--- config.mk ---
export PLATFORM = sky130hd
export DESIGN_NAME = sprite_motion_ctrl_flat
export DESIGN_NICKNAME = d
export VERILOG_FILES = /design/src/rtl/sprite_motion_ctrl_if.sv /design/src/rtl/sprite_motion_ctrl.sv /design/src/flat_wrapper.sv
export SDC_FILE = /design/constraint.sdc
export NUM_CORES = 1
export LEC_CHECK = 0
export CAP_MARGIN = 5
export CORE_MARGIN = 2
export CORE_UTILIZATION = 59
export DETAILED_ROUTE_END_ITERATION = 7
export PLACE_DENSITY = 0.93
export REMOVE_ABC_BUFFERS = 1
export SLEW_MARGIN = 30
export SYNTH_ARGS = -nofsm -noshare
export SYNTH_HDL_FRONTEND = slang
export SYNTH_SLANG_ARGS = --single-unit
--- constraint.sdc ---
create_clock -name frame_clk -period 5.61 [get_ports frame_clk]
set_input_delay 0.8415 -clock frame_clk [delete_from_list [all_inputs] [get_ports frame_clk]]
set_output_delay 0.8415 -clock frame_clk [all_outputs]
set_load 0.05 [all_outputs]
--- src/rtl/sprite_motion_ctrl_if.sv ---
// rtl/sprite_motion_ctrl_if.sv - control/status bundle between a sprite driver and sprite_motion_ctrl
interface sprite_motion_ctrl_if #(
  parameter int W = 10
);
  logic [7:0]   keycode;
  logic [3:0]   Blocked;
  logic         Kill;
  logic         Respawn;
  logic [W-1:0] PosX;
  logic [W-1:0] PosY;
  logic [1:0]   Dir;
  logic         Moving;
  logic         Frozen;
  logic         Step_Pulse;
  logic         Queued_Valid;

  modport master (
    output keycode, Blocked, Kill, Respawn,
    input  PosX, PosY, Dir, Moving, Frozen, Step_Pulse, Queued_Valid
  );

  modport slave (
    input  keycode, Blocked, Kill, Respawn,
    output PosX, PosY, Dir, Moving, Frozen, Step_Pulse, Queued_Valid
  );
endinterface

--- src/rtl/sprite_motion_ctrl.sv ---
// rtl/sprite_motion_ctrl.sv - per-frame sprite movement: turn queue, speed divider, tunnel wrap, freeze/respawn
module sprite_motion_ctrl #(
  parameter int W               = 10,
  parameter int X_CENTER        = 320,
  parameter int Y_CENTER        = 274,
  parameter int STEP            = 1,
  parameter int SPEED_DIV       = 1,
  parameter int TURN_BUF_FRAMES = 8,
  parameter int TUNNEL_MIN      = 120,
  parameter int TUNNEL_MAX      = 520
) (
  input  logic                 frame_clk,
  input  logic                 Reset_n,
  sprite_motion_ctrl_if.slave  io_sprite
);

  localparam int DIV_W = (SPEED_DIV > 1) ? $clog2(SPEED_DIV) : 1;
  localparam int QW    = $clog2(TURN_BUF_FRAMES + 1);

  typedef enum logic [1:0] {ST_STOPPED, ST_MOVING, ST_FROZEN} state_t;

  state_t           r_state,   w_state_nxt;
  logic             r_resume,  w_resume_nxt;
  logic [W-1:0]     r_pos_x,   w_pos_x_nxt;
  logic [W-1:0]     r_pos_y,   w_pos_y_nxt;
  logic [1:0]       r_dir,     w_dir_nxt;
  logic             r_q_valid, w_q_valid_nxt;
  logic [1:0]       r_q_dir,   w_q_dir_nxt;
  logic [QW-1:0]    r_q_cnt,   w_q_cnt_nxt;
  logic [DIV_W-1:0] r_div,     w_div_nxt;
  logic             r_step,    w_step_nxt;

  logic             w_key_valid;
  logic [1:0]       w_key_dir;
  logic             w_tick;
  logic [W:0]       w_x_ext;
  logic [W-1:0]     w_x_left;
  logic [W-1:0]     w_x_right;

  // Blocked is packed {up, down, left, right} while Dir counts up from 0 = up.
  function automatic logic f_blocked(input logic [3:0] b, input logic [1:0] d);
    return b[2'd3 - d];
  endfunction

  always_comb begin
    w_key_valid = 1'b1;
    w_key_dir   = 2'd0;
    case (io_sprite.keycode)
      8'h04:   w_key_dir = 2'd2;
      8'h07:   w_key_dir = 2'd3;
      8'h16:   w_key_dir = 2'd1;
      8'h1A:   w_key_dir = 2'd0;
      default: w_key_valid = 1'b0;
    endcase
  end

  assign w_tick    = (r_div == DIV_W'(SPEED_DIV - 1));
  assign w_x_ext   = {1'b0, r_pos_x};
  assign w_x_left  = (w_x_ext < (W+1)'(TUNNEL_MIN + STEP)) ? W'(TUNNEL_MAX) : r_pos_x - W'(STEP);
  assign w_x_right = ((w_x_ext + (W+1)'(STEP)) > (W+1)'(TUNNEL_MAX)) ? W'(TUNNEL_MIN)
                                                                     : r_pos_x + W'(STEP);

  always_comb begin
    w_state_nxt   = r_state;
    w_resume_nxt  = r_resume;
    w_pos_x_nxt   = r_pos_x;
    w_pos_y_nxt   = r_pos_y;
    w_dir_nxt     = r_dir;
    w_q_valid_nxt = r_q_valid;
    w_q_dir_nxt   = r_q_dir;
    w_q_cnt_nxt   = r_q_cnt;
    w_div_nxt     = r_div;
    w_step_nxt    = 1'b0;

    if (io_sprite.Respawn) begin
      w_state_nxt   = ST_STOPPED;
      w_resume_nxt  = 1'b0;
      w_pos_x_nxt   = W'(X_CENTER);
      w_pos_y_nxt   = W'(Y_CENTER);
      w_dir_nxt     = 2'd2;
      w_q_valid_nxt = 1'b0;
      w_q_cnt_nxt   = '0;
      w_div_nxt     = '0;
    end else if (io_sprite.Kill) begin
      if (r_state != ST_FROZEN) begin
        w_resume_nxt = (r_state == ST_MOVING);
        w_state_nxt  = ST_FROZEN;
      end
    end else if (r_state == ST_FROZEN) begin
      // Thaw edge: state change only, divider and position untouched.
      w_state_nxt = r_resume ? ST_MOVING : ST_STOPPED;
    end else begin
      if (w_key_valid) begin
        if (!f_blocked(io_sprite.Blocked, w_key_dir)) begin
          w_dir_nxt     = w_key_dir;
          w_q_valid_nxt = 1'b0;
          w_q_cnt_nxt   = '0;
          w_state_nxt   = ST_MOVING;
        end else begin
          w_q_valid_nxt = 1'b1;
          w_q_dir_nxt   = w_key_dir;
          w_q_cnt_nxt   = QW'(TURN_BUF_FRAMES);
        end
      end else if (r_q_valid) begin
        if (!f_blocked(io_sprite.Blocked, r_q_dir)) begin
          w_dir_nxt     = r_q_dir;
          w_q_valid_nxt = 1'b0;
          w_q_cnt_nxt   = '0;
          w_state_nxt   = ST_MOVING;
        end else begin
          w_q_cnt_nxt = r_q_cnt - QW'(1);
          if (r_q_cnt == QW'(1)) begin
            w_q_valid_nxt = 1'b0;
          end
        end
      end

      w_div_nxt = w_tick ? '0 : r_div + DIV_W'(1);

      if (w_tick && (w_state_nxt == ST_MOVING)) begin
        if (f_blocked(io_sprite.Blocked, w_dir_nxt)) begin
          w_state_nxt = ST_STOPPED;
        end else begin
          w_step_nxt = 1'b1;
          case (w_dir_nxt)
            2'd0:    w_pos_y_nxt = r_pos_y - W'(STEP);
            2'd1:    w_pos_y_nxt = r_pos_y + W'(STEP);
            2'd2:    w_pos_x_nxt = w_x_left;
            default: w_pos_x_nxt = w_x_right;
          endcase
        end
      end
    end
  end

  always_ff @(posedge frame_clk or negedge Reset_n) begin
    if (!Reset_n) begin
      r_state   <= ST_STOPPED;
      r_resume  <= 1'b0;
      r_pos_x   <= W'(X_CENTER);
      r_pos_y   <= W'(Y_CENTER);
      r_dir     <= 2'd2;
      r_q_valid <= 1'b0;
      r_q_dir   <= 2'd0;
      r_q_cnt   <= '0;
      r_div     <= '0;
      r_step    <= 1'b0;
    end else begin
      r_state   <= w_state_nxt;
      r_resume  <= w_resume_nxt;
      r_pos_x   <= w_pos_x_nxt;
      r_pos_y   <= w_pos_y_nxt;
      r_dir     <= w_dir_nxt;
      r_q_valid <= w_q_valid_nxt;
      r_q_dir   <= w_q_dir_nxt;
      r_q_cnt   <= w_q_cnt_nxt;
      r_div     <= w_div_nxt;
      r_step    <= w_step_nxt;
    end
  end

  assign io_sprite.PosX         = r_pos_x;
  assign io_sprite.PosY         = r_pos_y;
  assign io_sprite.Dir          = r_dir;
  assign io_sprite.Moving       = (r_state == ST_MOVING);
  assign io_sprite.Frozen       = (r_state == ST_FROZEN);
  assign io_sprite.Step_Pulse   = r_step;
  assign io_sprite.Queued_Valid = r_q_valid;

endmodule

--- src/flat_wrapper.sv ---
// flat-port wrapper written by rule: the top's interface ports become plain ports
module sprite_motion_ctrl_flat 
#(
  parameter int W               = 10,
  parameter int X_CENTER        = 320,
  parameter int Y_CENTER        = 274,
  parameter int STEP            = 1,
  parameter int SPEED_DIV       = 1,
  parameter int TURN_BUF_FRAMES = 8,
  parameter int TUNNEL_MIN      = 120,
  parameter int TUNNEL_MAX      = 520
)
  (frame_clk, Reset_n, io_sprite_keycode, io_sprite_Blocked, io_sprite_Kill, io_sprite_Respawn, io_sprite_PosX, io_sprite_PosY, io_sprite_Dir, io_sprite_Moving, io_sprite_Frozen, io_sprite_Step_Pulse, io_sprite_Queued_Valid);
  sprite_motion_ctrl_if #(.W(W)) io_sprite_i ();
  input  logic frame_clk;
  input  logic Reset_n;
  input wire logic [$bits(io_sprite_i.keycode)-1:0] io_sprite_keycode;
  input wire logic [$bits(io_sprite_i.Blocked)-1:0] io_sprite_Blocked;
  input wire logic [$bits(io_sprite_i.Kill)-1:0] io_sprite_Kill;
  input wire logic [$bits(io_sprite_i.Respawn)-1:0] io_sprite_Respawn;
  output wire logic [$bits(io_sprite_i.PosX)-1:0] io_sprite_PosX;
  output wire logic [$bits(io_sprite_i.PosY)-1:0] io_sprite_PosY;
  output wire logic [$bits(io_sprite_i.Dir)-1:0] io_sprite_Dir;
  output wire logic [$bits(io_sprite_i.Moving)-1:0] io_sprite_Moving;
  output wire logic [$bits(io_sprite_i.Frozen)-1:0] io_sprite_Frozen;
  output wire logic [$bits(io_sprite_i.Step_Pulse)-1:0] io_sprite_Step_Pulse;
  output wire logic [$bits(io_sprite_i.Queued_Valid)-1:0] io_sprite_Queued_Valid;
  assign io_sprite_i.keycode = io_sprite_keycode;
  assign io_sprite_i.Blocked = io_sprite_Blocked;
  assign io_sprite_i.Kill = io_sprite_Kill;
  assign io_sprite_i.Respawn = io_sprite_Respawn;
  assign io_sprite_PosX = io_sprite_i.PosX;
  assign io_sprite_PosY = io_sprite_i.PosY;
  assign io_sprite_Dir = io_sprite_i.Dir;
  assign io_sprite_Moving = io_sprite_i.Moving;
  assign io_sprite_Frozen = io_sprite_i.Frozen;
  assign io_sprite_Step_Pulse = io_sprite_i.Step_Pulse;
  assign io_sprite_Queued_Valid = io_sprite_i.Queued_Valid;
  sprite_motion_ctrl #(.W(W), .X_CENTER(X_CENTER), .Y_CENTER(Y_CENTER), .STEP(STEP), .SPEED_DIV(SPEED_DIV), .TURN_BUF_FRAMES(TURN_BUF_FRAMES), .TUNNEL_MIN(TUNNEL_MIN), .TUNNEL_MAX(TUNNEL_MAX)) u_core (.frame_clk(frame_clk), .Reset_n(Reset_n), .io_sprite(io_sprite_i));
endmodule
==> results_dict.tcl, run 1 <==
set metrics [dict create \
    number_of_global_route_vias_before_repair 2686 \
    post_cts.resized_instances 0 \
    largest_net_degree_at_the_start_of_global_routing 34 \
    first_iter_violations 340 \
    layoutNonFillerInstCount 430 \
    tritoncts "built" \
    synthXorXnorAreaFrac_pct 4.987 \
    ys_ff_latch 33 \
    average_routed_wire_per_standard_cell_microns 16.91 \
    chipHeight_microns 73.02 \
    drc 0 \
    grt_first_pass_wirelength_mm 12.12 \
    total_leakage_power_nw 1.379 \
    number_of_buffers_on_the_longest_clock_path 2 \
    drt-total-wl_mm 7.272 \
    required_ns 5.83 \
    rsz0062_at_grt "no" \
    hold_viol_final 0 \
    cts.repair_timing.setup_buffer_count 0 \
    synth_top_family_by_area "compound AO/OA/AOI/OAI gates" \
    synthesis.yosys.warnings 0 \
    synthTopCellsByArea "dfrtp_1 (24%), dfstp_2 (5.6%), ha_1 (5.3%)" \
    synth_flop_cell "dfrtp_1" \
    timing.critical_path.to_type "register" \
    global_route.overflow_total 0 \
    synth-compound-area-share_pct 25.82 \
    critPathLaunchType "input port" \
    adder_and_majority_gate_portion_of_the_synthesized_area_pct 6.055 \
    initial_antenna_violation_count 0 \
    arrival_worst_endpoint_ns 5.08 \
    synth.cell_area_sq_um 2810 \
    viasPerCell 6.556 \
    syn_avg_cell_area_sq_um 8.193 \
    drv_slew 0 \
    finalClockSkew_ns 0.006164 \
    min-delay-path-class "reg -> reg" \
    clock_insertion_delay_worst_skew_ns 0.29 \
    placed_cells_incl_taps 422 \
    share_of_cell_area_taken_by_muxes_after_synthesis_pct 4.052 \
    cts_max_level 2 \
    synth_seq_area_share_pct 29.65 \
    die-width_microns 73.02 \
    die_area_sq_um 5331 \
    rows 25 \
    cts_root_buffer "clkbuf_8" \
    slew_limit_headroom_pct 51.02 \
    synth_largest_type_area_fraction_pct 24.04 \
    first_pass_iters 5 \
    num_antenna_cells 0 \
    outcome "complete, no violations" \
    report.power.total_w 0.0006049 \
    num_vias 2819 \
    setup-violations-final 0 \
    max_clock_freq_mhz 205.6 \
    port_buffers 41 \
    finalCritPeriodShare_pct 86.71 \
    synth-simple-area-share_pct 24.13 \
    synthDistinctLibCells 68 \
    ant_nets 0 \
    layout_net_count 404 \
    period_needed_ns 4.864 \
    max_cap_viol_count 0 \
    clock_sinks 33 \
    timing_worst_setup_path_type "in -> reg" \
    ir_worst_vdd_mv 0.1169 \
    async_reset_ff_share_pct 100.0 \
    initial_utilization_pct 60.30 \
    place.gp.congestion 0.9601 \
    hpwl_mm 5.056 \
    clkTransAtPathRegs_ns 0.07 \
    floorplan.core_area_sq_um 4661 \
    critical_path_peak_fanout 9 \
    io_pins 42 \
    global_route.usage.total_pct 28.75 \
    tightest_slew_ns 0.7282 \
    tns_ns 0 \
    synth_area_leader_cell "dfrtp_1" \
    area_growth_pct 19.55 \
    power_per_cell_area_nw_per_um2 180.1 \
    cell_count_after_synthesis 343 \
    cts.hold.buffers_added 0 \
    layout-drive-gt1-share_pct 7.713 \
    cts_made_buffers 5 \
    synth_edf_count 0 \
]
[synth_stat cells (all sizes together) (10+ instances only)]
master  count
a21oi      13
clkbuf     15
dfrtp      27
ha         12
inv        15
nand2      38
nand3      10
nor2       32
nor3       14
o211ai     12
o21ai      15
xnor2      10
[cell usage in the layout, fill, tap and decap left out, types with 5 or more instances in the layout]
| master | instances |
|---|---|
| a21oi_1 | 12 |
| xnor2_1 | 10 |
| o211ai_1 | 12 |
| clkbuf_8 | 6 |
| and3_1 | 5 |
| clkdlybuf4s50_1 | 41 |
| nand4_1 | 5 |
| a31oi_1 | 5 |
| dfrtp_1 | 27 |
| nor2_1 | 32 |
| ha_1 | 12 |
| nand3_1 | 10 |
| nor3_1 | 14 |
| nand2b_1 | 8 |
| inv_1 | 15 |
| o21ai_0 | 12 |
| xor2_1 | 6 |
| mux2i_1 | 8 |
| nand2_1 | 38 |
| buf_4 | 5 |
| dfstp_2 | 6 |
| o22ai_1 | 6 |
[critical path, cell delays in order]
cell             delay [ns]
clkdlybuf4s50_1        0.52
or3b_1                 0.54
o32a_4                 0.39
a21oi_4                0.22
mux2i_1                0.30
o211ai_1               0.18
buf_4                  0.22
ha_1                   0.32
a21oi_1                0.21
o21ai_0                0.15
o41ai_1                0.39
o21ai_0                0.19
xnor2_1                0.16
or3_1                  0.31
a21oi_1                0.14
[cell type report]
class | count | area, sq um
Tap cell | 54 | 67.56
Sequential cell | 33 | 833.3
Timing Repair Buffer | 46 | 447.9
Clock buffer | 7 | 86.33
Multi-Input combinational cell | 273 | 1834
Inverter | 16 | 60.06
Clock inverter | 1 | 30.03
Fill cell | 349 | 1301
[logic make-up after synthesis]
family,count (synthesis)
buf+inv,37
simple gates,138
mux,11
fa+ha+maj,13
compound gates,95
flops,33
xor+xnor,16
[where the power goes]
group          leakage [nW]  internal, W  total, W  switching [W]
Sequential            0.433     0.000245  0.000254     0.00000923
Combinational         0.887    0.0000462  0.000119      0.0000723
Clock                0.0585     0.000145  0.000232      0.0000876
[sequential cells by signal (all words and copies together) (netlist names)]
name                           cells
u_core.r_resume                    1
u_core.io_sprite.Dir               2
u_core.r_q_dir                     2
u_core.io_sprite.PosY             10
u_core.io_sprite.Step_Pulse        1
u_core.io_sprite.PosX             10
u_core.r_state                     2
u_core.io_sprite.Queued_Valid      1
u_core.r_q_cnt                     4
[stage by stage]
stage	worst slack, ns	instance area, sq um	util, %	hold WS [ns]
after global routing	0.4514	3359	72.08	0.5404
after CTS	0.7674	3359	72.08	0.5152
after global placement	0.6126	3243	69.58	0.4893
after floorplan	0.9767	2721	-	0.4651
final	0.7456	3359	72.08	0.5109
after detailed placement	0.4611	3243	69.58	0.4988
[final timing paths]
path                       cells after the start  slack [ns]                  from                  endpoint
setup / recovery                              15        0.75  io_sprite_keycode[4]  u_core.io_sprite.PosY[9]
hold / removal                                 2        0.51     u_core.r_q_cnt[1]         u_core.r_q_cnt[1]
setup reg to reg                              14        1.71     u_core.r_q_dir[1]  u_core.io_sprite.PosY[9]
hold reg to reg                                2        0.51     u_core.r_q_cnt[1]         u_core.r_q_cnt[1]
max in group asynchronous                      2        4.32               Reset_n  u_core.io_sprite.PosX[6]
min in group asynchronous                      2        0.95               Reset_n  u_core.io_sprite.PosX[9]
[metal layers]
layer  vias up  track usage (%)  part of all wire [%]
li1       1323                -                     -
met1      1330            36.29                    42
met2       145            47.25                    48
met3        21            4.834                   7.2
met4         0            14.40                   2.2
met5         -                0                     0
Power figures use the tool's default switching activity.
==> run 2: changes to the inputs <==
--- a/config.mk
+++ b/config.mk
@@ -11,6 +11,7 @@
 export DETAILED_ROUTE_END_ITERATION = 7
 export PLACE_DENSITY = 0.93
 export REMOVE_ABC_BUFFERS = 1
+export SKIP_LAST_GASP = 1
 export SLEW_MARGIN = 30
 export SYNTH_ARGS = -nofsm -noshare
 export SYNTH_HDL_FRONTEND = slang
==> results of run 2 <==
The final DEF is identical to that of run 1; final timing and power are the same.
